`config.mk`:
```
export PLATFORM = sky130hd
export DESIGN_NAME = apb_spi_fifo_if
export DESIGN_NICKNAME = d
export VERILOG_FILES = /design/src/rtl/apb_spi_fifo_if.sv
export SDC_FILE = /design/constraint.sdc
export NUM_CORES = 1
export LEC_CHECK = 0
export ABC_CLOCK_PERIOD_IN_PS = 3100
export BUFFER_PORTS_ARGS = -buffer_cell sky130_fd_sc_hd__buf_2
export CAP_MARGIN = 20
export CORE_ASPECT_RATIO = 1.5
export CORE_MARGIN = 4
export CORE_UTILIZATION = 43
export DETAILED_ROUTE_END_ITERATION = 10
export GPL_ROUTABILITY_DRIVEN = 0
export PLACE_DENSITY = 0.59
export SLEW_MARGIN = 10
export SYNTH_ARGS = -nofsm -noshare
export SYNTH_HDL_FRONTEND = slang
export SYNTH_SLANG_ARGS = --single-unit
```
`constraint.sdc`:
```
create_clock -name pclk -period 3.1 [get_ports pclk]
set_clock_uncertainty 0.2 [all_clocks]
set_input_delay 0.155 -clock pclk [delete_from_list [all_inputs] [get_ports pclk]]
set_output_delay 0.155 -clock pclk [all_outputs]
set_load 0.005 [all_outputs]
```
`src/rtl/apb_spi_fifo_if.sv`:
```
// APB register front-end for an SPI master/slave core with TX/RX word FIFOs,
// run/wait/stop mode tracking and transfer launch. Define APB_SPI_PSLVERR_EN for APB error responses.

module apb_spi_fifo_if_fifo #(
  parameter int DATA_W = 8,
  parameter int DEPTH  = 4
) (
  input  logic              pclk,
  input  logic              preset_n,
  input  logic              push,
  input  logic [DATA_W-1:0] wdata,
  input  logic              pop,
  output logic [DATA_W-1:0] rdata,
  output logic              empty,
  output logic              full
);
  localparam int AW = $clog2(DEPTH);

  logic [DATA_W-1:0] mem [DEPTH];
  logic [AW-1:0]     wr_ptr;
  logic [AW-1:0]     rd_ptr;
  logic [AW:0]       count;
  logic              push_ok;
  logic              pop_ok;

  assign empty   = (count == '0);
  assign full    = (count == (AW+1)'(DEPTH));
  assign pop_ok  = pop & ~empty;
  // A full FIFO still accepts a push when the head leaves in the same cycle.
  assign push_ok = push & (~full | pop_ok);
  assign rdata   = mem[rd_ptr];

  // NOTE: storage has no reset; empty/full come from the reset count, so stale words are never observed.
  always_ff @(posedge pclk) begin
    if (push_ok) mem[wr_ptr] <= wdata;
  end

  // NOTE: sequential state uses non-blocking assignments so every register samples pre-edge values.
  always_ff @(posedge pclk or negedge preset_n) begin
    if (!preset_n) begin
      wr_ptr <= '0;
      rd_ptr <= '0;
      count  <= '0;
    end else begin
      if (push_ok) wr_ptr <= wr_ptr + 1'b1;
      if (pop_ok)  rd_ptr <= rd_ptr + 1'b1;
      case ({push_ok, pop_ok})
        2'b10:   count <= count + 1'b1;
        2'b01:   count <= count - 1'b1;
        default: count <= count;
      endcase
    end
  end
endmodule

module apb_spi_fifo_if #(
  parameter int DATA_W     = 8,
  parameter int FIFO_DEPTH = 4
) (
  input  logic              pclk,
  input  logic              preset_n,
  input  logic              psel,
  input  logic              penable,
  input  logic              pwrite,
  input  logic [2:0]        paddr,
  input  logic [DATA_W-1:0] pwdata,
  output logic [DATA_W-1:0] prdata,
  output logic              pready,
  output logic              pslverr,
  input  logic              ss,
  input  logic              tip,
  input  logic              receive_data,
  input  logic [DATA_W-1:0] miso_data,
  output logic              send_data,
  output logic [DATA_W-1:0] mosi_data,
  output logic              mstr,
  output logic              cpol,
  output logic              cpha,
  output logic              lsbfe,
  output logic              spiswai,
  output logic [2:0]        sppr,
  output logic [2:0]        spr,
  output logic [1:0]        spi_mode,
  output logic              spi_interrupt_request
);
  localparam logic [2:0] ADDR_CR1 = 3'd0;
  localparam logic [2:0] ADDR_CR2 = 3'd1;
  localparam logic [2:0] ADDR_BR  = 3'd2;
  localparam logic [2:0] ADDR_SR  = 3'd3;
  localparam logic [2:0] ADDR_DR  = 3'd5;

  typedef enum logic [1:0] {
    MODE_RUN  = 2'b00,
    MODE_WAIT = 2'b01,
    MODE_STOP = 2'b10
  } mode_e;

  typedef enum logic [1:0] {
    L_IDLE,
    L_LAUNCH,
    L_BUSY
  } launch_e;

  logic [7:0] cr1_q, cr2_q, br_q;
  logic       rxovr_q;
  mode_e      mode_q, mode_d;
  launch_e    state_q, state_d;
  logic       tip_seen_q, tip_seen_d;
  logic [DATA_W-1:0] mosi_q;

  logic access, wr_access, rd_access;
  logic spie, spe, sptie, ssoe, modfen, modf;
  logic tx_push_req, tx_pop, tx_empty, tx_full;
  logic rx_push_req, rx_pop_req, rx_empty, rx_full, rx_drop;
  logic [DATA_W-1:0] tx_head, rx_head;
  logic [7:0] sr;

  assign access    = psel & penable;
  assign wr_access = access & pwrite;
  assign rd_access = access & ~pwrite;
  assign pready    = access;

  assign spie    = cr1_q[7];
  assign spe     = cr1_q[6];
  assign sptie   = cr1_q[5];
  assign mstr    = cr1_q[4];
  assign cpol    = cr1_q[3];
  assign cpha    = cr1_q[2];
  assign ssoe    = cr1_q[1];
  assign lsbfe   = cr1_q[0];
  assign modfen  = cr2_q[4];
  assign spiswai = cr2_q[1];
  assign sppr    = br_q[6:4];
  assign spr     = br_q[2:0];

  assign modf = ~ss & mstr & modfen & ~ssoe;
  assign sr   = {~rx_empty, 1'b0, ~tx_full, modf, tx_full, 1'b0, rxovr_q, 1'b0};

  assign spi_interrupt_request = (spie & (~rx_empty | modf | rxovr_q)) | (sptie & ~tx_full);

  assign tx_push_req = wr_access & (paddr == ADDR_DR);
  assign rx_pop_req  = rd_access & (paddr == ADDR_DR);
  assign rx_push_req = receive_data & (mode_q != MODE_STOP);
  // A full RX FIFO only drops the word when no DR read frees a slot this cycle.
  assign rx_drop     = rx_push_req & rx_full & ~rx_pop_req;

  apb_spi_fifo_if_fifo #(.DATA_W(DATA_W), .DEPTH(FIFO_DEPTH)) u_tx_fifo (
    .pclk     (pclk),
    .preset_n (preset_n),
    .push     (tx_push_req),
    .wdata    (pwdata),
    .pop      (tx_pop),
    .rdata    (tx_head),
    .empty    (tx_empty),
    .full     (tx_full)
  );

  apb_spi_fifo_if_fifo #(.DATA_W(DATA_W), .DEPTH(FIFO_DEPTH)) u_rx_fifo (
    .pclk     (pclk),
    .preset_n (preset_n),
    .push     (rx_push_req),
    .wdata    (miso_data),
    .pop      (rx_pop_req),
    .rdata    (rx_head),
    .empty    (rx_empty),
    .full     (rx_full)
  );

  always_ff @(posedge pclk or negedge preset_n) begin
    if (!preset_n) begin
      cr1_q   <= 8'h04;
      cr2_q   <= 8'h00;
      br_q    <= 8'h00;
      rxovr_q <= 1'b0;
    end else begin
      if (wr_access) begin
        case (paddr)
          ADDR_CR1: cr1_q <= pwdata[7:0];
          ADDR_CR2: cr2_q <= pwdata[7:0] & 8'h1B;
          ADDR_BR:  br_q  <= pwdata[7:0] & 8'h77;
          default:  ;
        endcase
      end
      // An overflow in the same cycle as an SR read stays visible for the next read.
      if (rx_drop)
        rxovr_q <= 1'b1;
      else if (rd_access && paddr == ADDR_SR)
        rxovr_q <= 1'b0;
    end
  end

  // NOTE: every combinational output gets a default first, so no path can infer a latch.
  always_comb begin
    prdata = '0;
    if (rd_access) begin
      case (paddr)
        ADDR_CR1: prdata[7:0] = cr1_q;
        ADDR_CR2: prdata[7:0] = cr2_q;
        ADDR_BR:  prdata[7:0] = br_q;
        ADDR_SR:  prdata[7:0] = sr;
        ADDR_DR:  if (!rx_empty) prdata = rx_head;
        default:  prdata = '0;
      endcase
    end
  end

`ifdef APB_SPI_PSLVERR_EN
  logic access_err;

  always_comb begin
    access_err = 1'b0;
    case (paddr)
      ADDR_CR1, ADDR_CR2, ADDR_BR: access_err = 1'b0;
      ADDR_SR: access_err = pwrite;
      ADDR_DR: access_err = pwrite ? (tx_full & ~tx_pop) : rx_empty;
      default: access_err = 1'b1;
    endcase
  end

  assign pslverr = access & access_err;
`else
  assign pslverr = 1'b0;
`endif

  always_comb begin
    mode_d = mode_q;
    case (mode_q)
      MODE_RUN:  if (!spe) mode_d = MODE_WAIT;
      MODE_WAIT: if (spe) mode_d = MODE_RUN;
                 else if (spiswai) mode_d = MODE_STOP;
      MODE_STOP: if (spe) mode_d = MODE_RUN;
                 else if (!spiswai) mode_d = MODE_WAIT;
      default:   mode_d = MODE_RUN;
    endcase
  end

  // The TX head is popped on the IDLE->LAUNCH edge, so a word pushed into an
  // empty FIFO is first visible to this decision one cycle later.
  always_comb begin
    state_d    = state_q;
    tip_seen_d = tip_seen_q;
    tx_pop     = 1'b0;
    case (state_q)
      L_IDLE: begin
        if (!tx_empty && spe && mode_q != MODE_STOP && !tip) begin
          state_d = L_LAUNCH;
          tx_pop  = 1'b1;
        end
      end
      L_LAUNCH: begin
        state_d    = L_BUSY;
        tip_seen_d = tip;
      end
      L_BUSY: begin
        if (tip) begin
          tip_seen_d = 1'b1;
        end else if (tip_seen_q) begin
          state_d    = L_IDLE;
          tip_seen_d = 1'b0;
        end
      end
      default: begin
        state_d    = L_IDLE;
        tip_seen_d = 1'b0;
      end
    endcase
  end

  always_ff @(posedge pclk or negedge preset_n) begin
    if (!preset_n) begin
      mode_q     <= MODE_RUN;
      state_q    <= L_IDLE;
      tip_seen_q <= 1'b0;
      mosi_q     <= '0;
    end else begin
      mode_q     <= mode_d;
      state_q    <= state_d;
      tip_seen_q <= tip_seen_d;
      if (tx_pop) mosi_q <= tx_head;
    end
  end

  assign send_data = (state_q == L_LAUNCH);
  assign mosi_data = mosi_q;
  assign spi_mode  = mode_q;
endmodule

```
==> results.toml <==
[global_routing]
grt_pass1_wl_um = 15000
grt_pass1_vias = 2833
grt_start_max_net_pins = 47
grt.overflow.total = 0
grtUsageTotal_pct = 15.8
antenna_found_initial = 0

[power]
pwr-share-comb_pct = 23.0
p_per_area_nw_per_um2 = 761
switching_power_mw = 1.22
vdd_ir_drop_max_mv = 0.439
netSwitchingFraction_pct = 27.6
power_frac_clock_pct = 28.5
p_int_mw = 3.20
p_leak_nw = 2.32
power_frac_seq_pct = 48.5

[timing]
setup_viol = 0
tns_ns = 0
finalCritPeriodShare_pct = 86.9
worst_pin_slew_ns = 0.578
fmax_ghz = 0.371
worst_slew_margin_rel_pct = 61.3
period_minus_slack_ns = 2.69
drv_slew = 0
rsz0062_at_grt = "false"
hold_viol = 0

[finish]
area_growth_pct = 20.6
finish.instance_area_um2 = 5810
nets = 429
drive_above_1_share_pct = 31.2
multi_input_area_um2 = 1640
fillers = 922
diodes = 0
register_area_um2 = 3070

[cts]
clockBufferDepth = 2
clk-insertion-delay-late_ns = 0.35
cts_tree = "done"
cts.clk_slew.worst_paths_ns = 0.07
cts_num_sinks = 110
ctsResizeCount = 0
root_buffer = "clkbuf_16"
numCtsBuffers = 9
cts_htree_levels = 3

[run_status]
status = "completed"

[drt]
drtIter0Drc = 129
drcViolationCount = 0
wl_met2_um = 5020
detail_route.wirelength_um = 9220
viasPerCell = 5.03
vias = 2706
m1WireLength_um = 3620
wl_per_cell_um = 17.1
first_pass_iters = 7
topRoutingLayerUsed = "met4"
wl_met3_um = 417
ant_nets = 0

[flow_run]
maxCapViolCount = 0

[critical_path]
r2r-start = "state_q[0]"
cp_slowest_cell = "or3b_4"
critPathLaunchType = "register"
r2r_setup_slack_ns = 0.41
crit_path_max_fanout = 7
cp.required_ns = 3.16
cp-end-kind = "register"
critPathMostFrequentCell = "inv_1"
worst_path_largest_cell_delay_ns = 0.41
worstPathArrival_ns = 2.76
path_cells = "inv_1 > ha_1 > or3b_4 > a211oi_4 > inv_1 > ha_1 > inv_1 > fa_1 > o21ai_0"
worst-setup-path-type = "register to register"
reg2reg_depth = 9
r2r-end = "u_tx_fifo.count[1]"

[synthesis]
ys_warn_count = 0
avgSynthCellArea_um2 = 15.8
yosysUniqueCellTypes = 46
synth_edf_count = 64
ys_ff_latch = 110
syn_inst = 305
netlist_area_um2 = 4820
synth_ff_type = "edfxtp_1"
syn_nets = 348
async_flop_share_pct = 41.8
ys_seq_area_share_pct = 63.8

[placed_design]
dp_hpwl_um = 6780
port_buffers = 58
dpl-instance-area_um2 = 5260

[floorplanning]
die_area_um2 = 13000
die_width_um = 94.4
core_area_um2 = 11000
pin_count = 60
die_h_um = 138
row_count = 47
initial_core_util_pct = 43.8

[min_path]
hold_depth = 3
worstHoldEndpoint = "rxovr_q"
hold_path.class = "input pin to register"
hold_start = "paddr[2]"
[repair_timing]
| action | 4_1_cts | 5_1_grt |
|---|---|---|
| endpoints found under the hold margin | 129 | 0 |
| setup buffers | 0 | 0 |
| hold buffers | 19 | 0 |
[worst max path at each step]
| stage | startpoint | endpoint | depth (start not counted) |
|---|---|---|---|
| CTS | state_q[0] | u_tx_fifo.count[1] | 9 |
| global placement | state_q[0] | u_tx_fifo.count[2] | 11 |
| global route | state_q[0] | u_tx_fifo.count[2] | 11 |
| finish | state_q[0] | u_tx_fifo.count[1] | 9 |
| floorplan | state_q[0] | u_tx_fifo.count[1] | 9 |
| detailed placement | state_q[0] | u_tx_fifo.count[1] | 9 |
[through the flow]
step	hold slack [ns]	util, %	cells	setup WS, ns	power [mW]
floorplan	-0.341	-	305	0.594	2.84
global placement	0.165	47.9	502	0.496	3.17
detailed placement	0.169	47.9	502	0.362	3.21
CTS	0.0138	52.6	537	0.377	4.49
global route	0.0372	52.8	538	0.224	4.70
finish	0.0122	52.8	538	0.405	4.42
[sequential cells by signal (all words and copies together), names as in the netlist]
name	count
br_q	6
cr1_q	8
cr2_q	4
mosi_data	8
rxovr_q	1
spi_mode	2
state_q	2
tip_seen_q	1
u_rx_fifo.count	3
u_rx_fifo.mem	32
u_rx_fifo.rd_ptr	2
u_rx_fifo.wr_ptr	2
u_tx_fifo.count	3
u_tx_fifo.mem	32
u_tx_fifo.rd_ptr	2
u_tx_fifo.wr_ptr	2
[critical path: cells and delay by family, from the launching register on]
family	cells	cell delay, ns
AOI/OAI and AO/OA	2	0.52
DFF	1	0.40
buffers and inverters	3	0.26
and+or+nand+nor	1	0.41
adders and majority gates	3	0.82
[Yosys cell counts, types with 2 or more instances]
master / n / area share (%)
o21ai_0: 8 / 0.83
nor3_1: 5 / 0.52
a22oi_1: 4 / 0.62
mux2_2: 20 / 4.7
mux4_2: 17 / 7.9
mux2_1: 9 / 2.1
ha_1: 14 / 3.6
and2_1: 9 / 1.2
nand2_1: 14 / 1.1
edfxtp_1: 64 / 40
dfrtp_1: 45 / 23
xnor2_1: 7 / 1.3
buf_2: 6 / 0.62
mux2i_1: 5 / 1.0
nand2b_1: 5 / 0.65
o31ai_1: 2 / 0.31
nor3b_1: 3 / 0.47
nand3b_1: 3 / 0.47
a21oi_1: 4 / 0.42
inv_1: 15 / 1.2
xor2_1: 6 / 1.1
nor2_1: 12 / 0.93
fa_1: 2 / 0.83
buf_1: 3 / 0.23
o22ai_1: 2 / 0.26
[logic make-up (layout without fill, tap and decap cells)]
logic type | Yosys count | count (layout) | share of synthesized area, %
mux | 52 | 52 | 16.1
fa+ha+maj | 17 | 17 | 4.68
xor+xnor | 13 | 13 | 2.36
simple gates | 61 | 61 | 7.17
buf+inv | 26 | 112 | 2.26
compound gates | 25 | 25 | 3.56
other cells | 1 | 1 | 0.0778
flops | 110 | 110 | 63.8
[layer usage]
metal  up-vias  GRT usage, %
met1      1354          18.2
li1       1284             -
met5         -             0
met2        55          28.0
met4         0          6.02
met3        13          3.99
[cell type report]
class,count,area share [%]
Sequential cell,110,52.9
Timing Repair Buffer,80,8.88
Tap cell,147,3.17
Clock buffer,12,4.42
Clock inverter,4,1.34
Inverter,16,1.03
Multi-Input combinational cell,169,28.2
[power groups by stage]
stage | Combinational, mW | Sequential [mW] | Clock [mW]
3_3_place_gp | 1.00 | 2.17 | 0
2_1_floorplan | 0.810 | 2.03 | 0
4_1_cts | 1.04 | 2.16 | 1.29
5_1_grt | 1.14 | 2.20 | 1.35
3_5_place_dp | 1.02 | 2.19 | 0
6_report | 1.01 | 2.14 | 1.26
[placed cells by master, fill, tap and decap left out, types with 12 or more instances in the layout]
cell | Yosys | layout
mux4_2 | 17 | 17
edfxtp_1 | 64 | 64
nor2_1 | 12 | 12
nand2_1 | 14 | 14
dfrtp_1 | 45 | 45
mux2_2 | 20 | 20
buf_2 | 6 | 58
inv_1 | 15 | 15
dlygate4sd3_1 | 0 | 19
ha_1 | 14 | 14
Note: power is estimated with default switching activity, not from simulation.
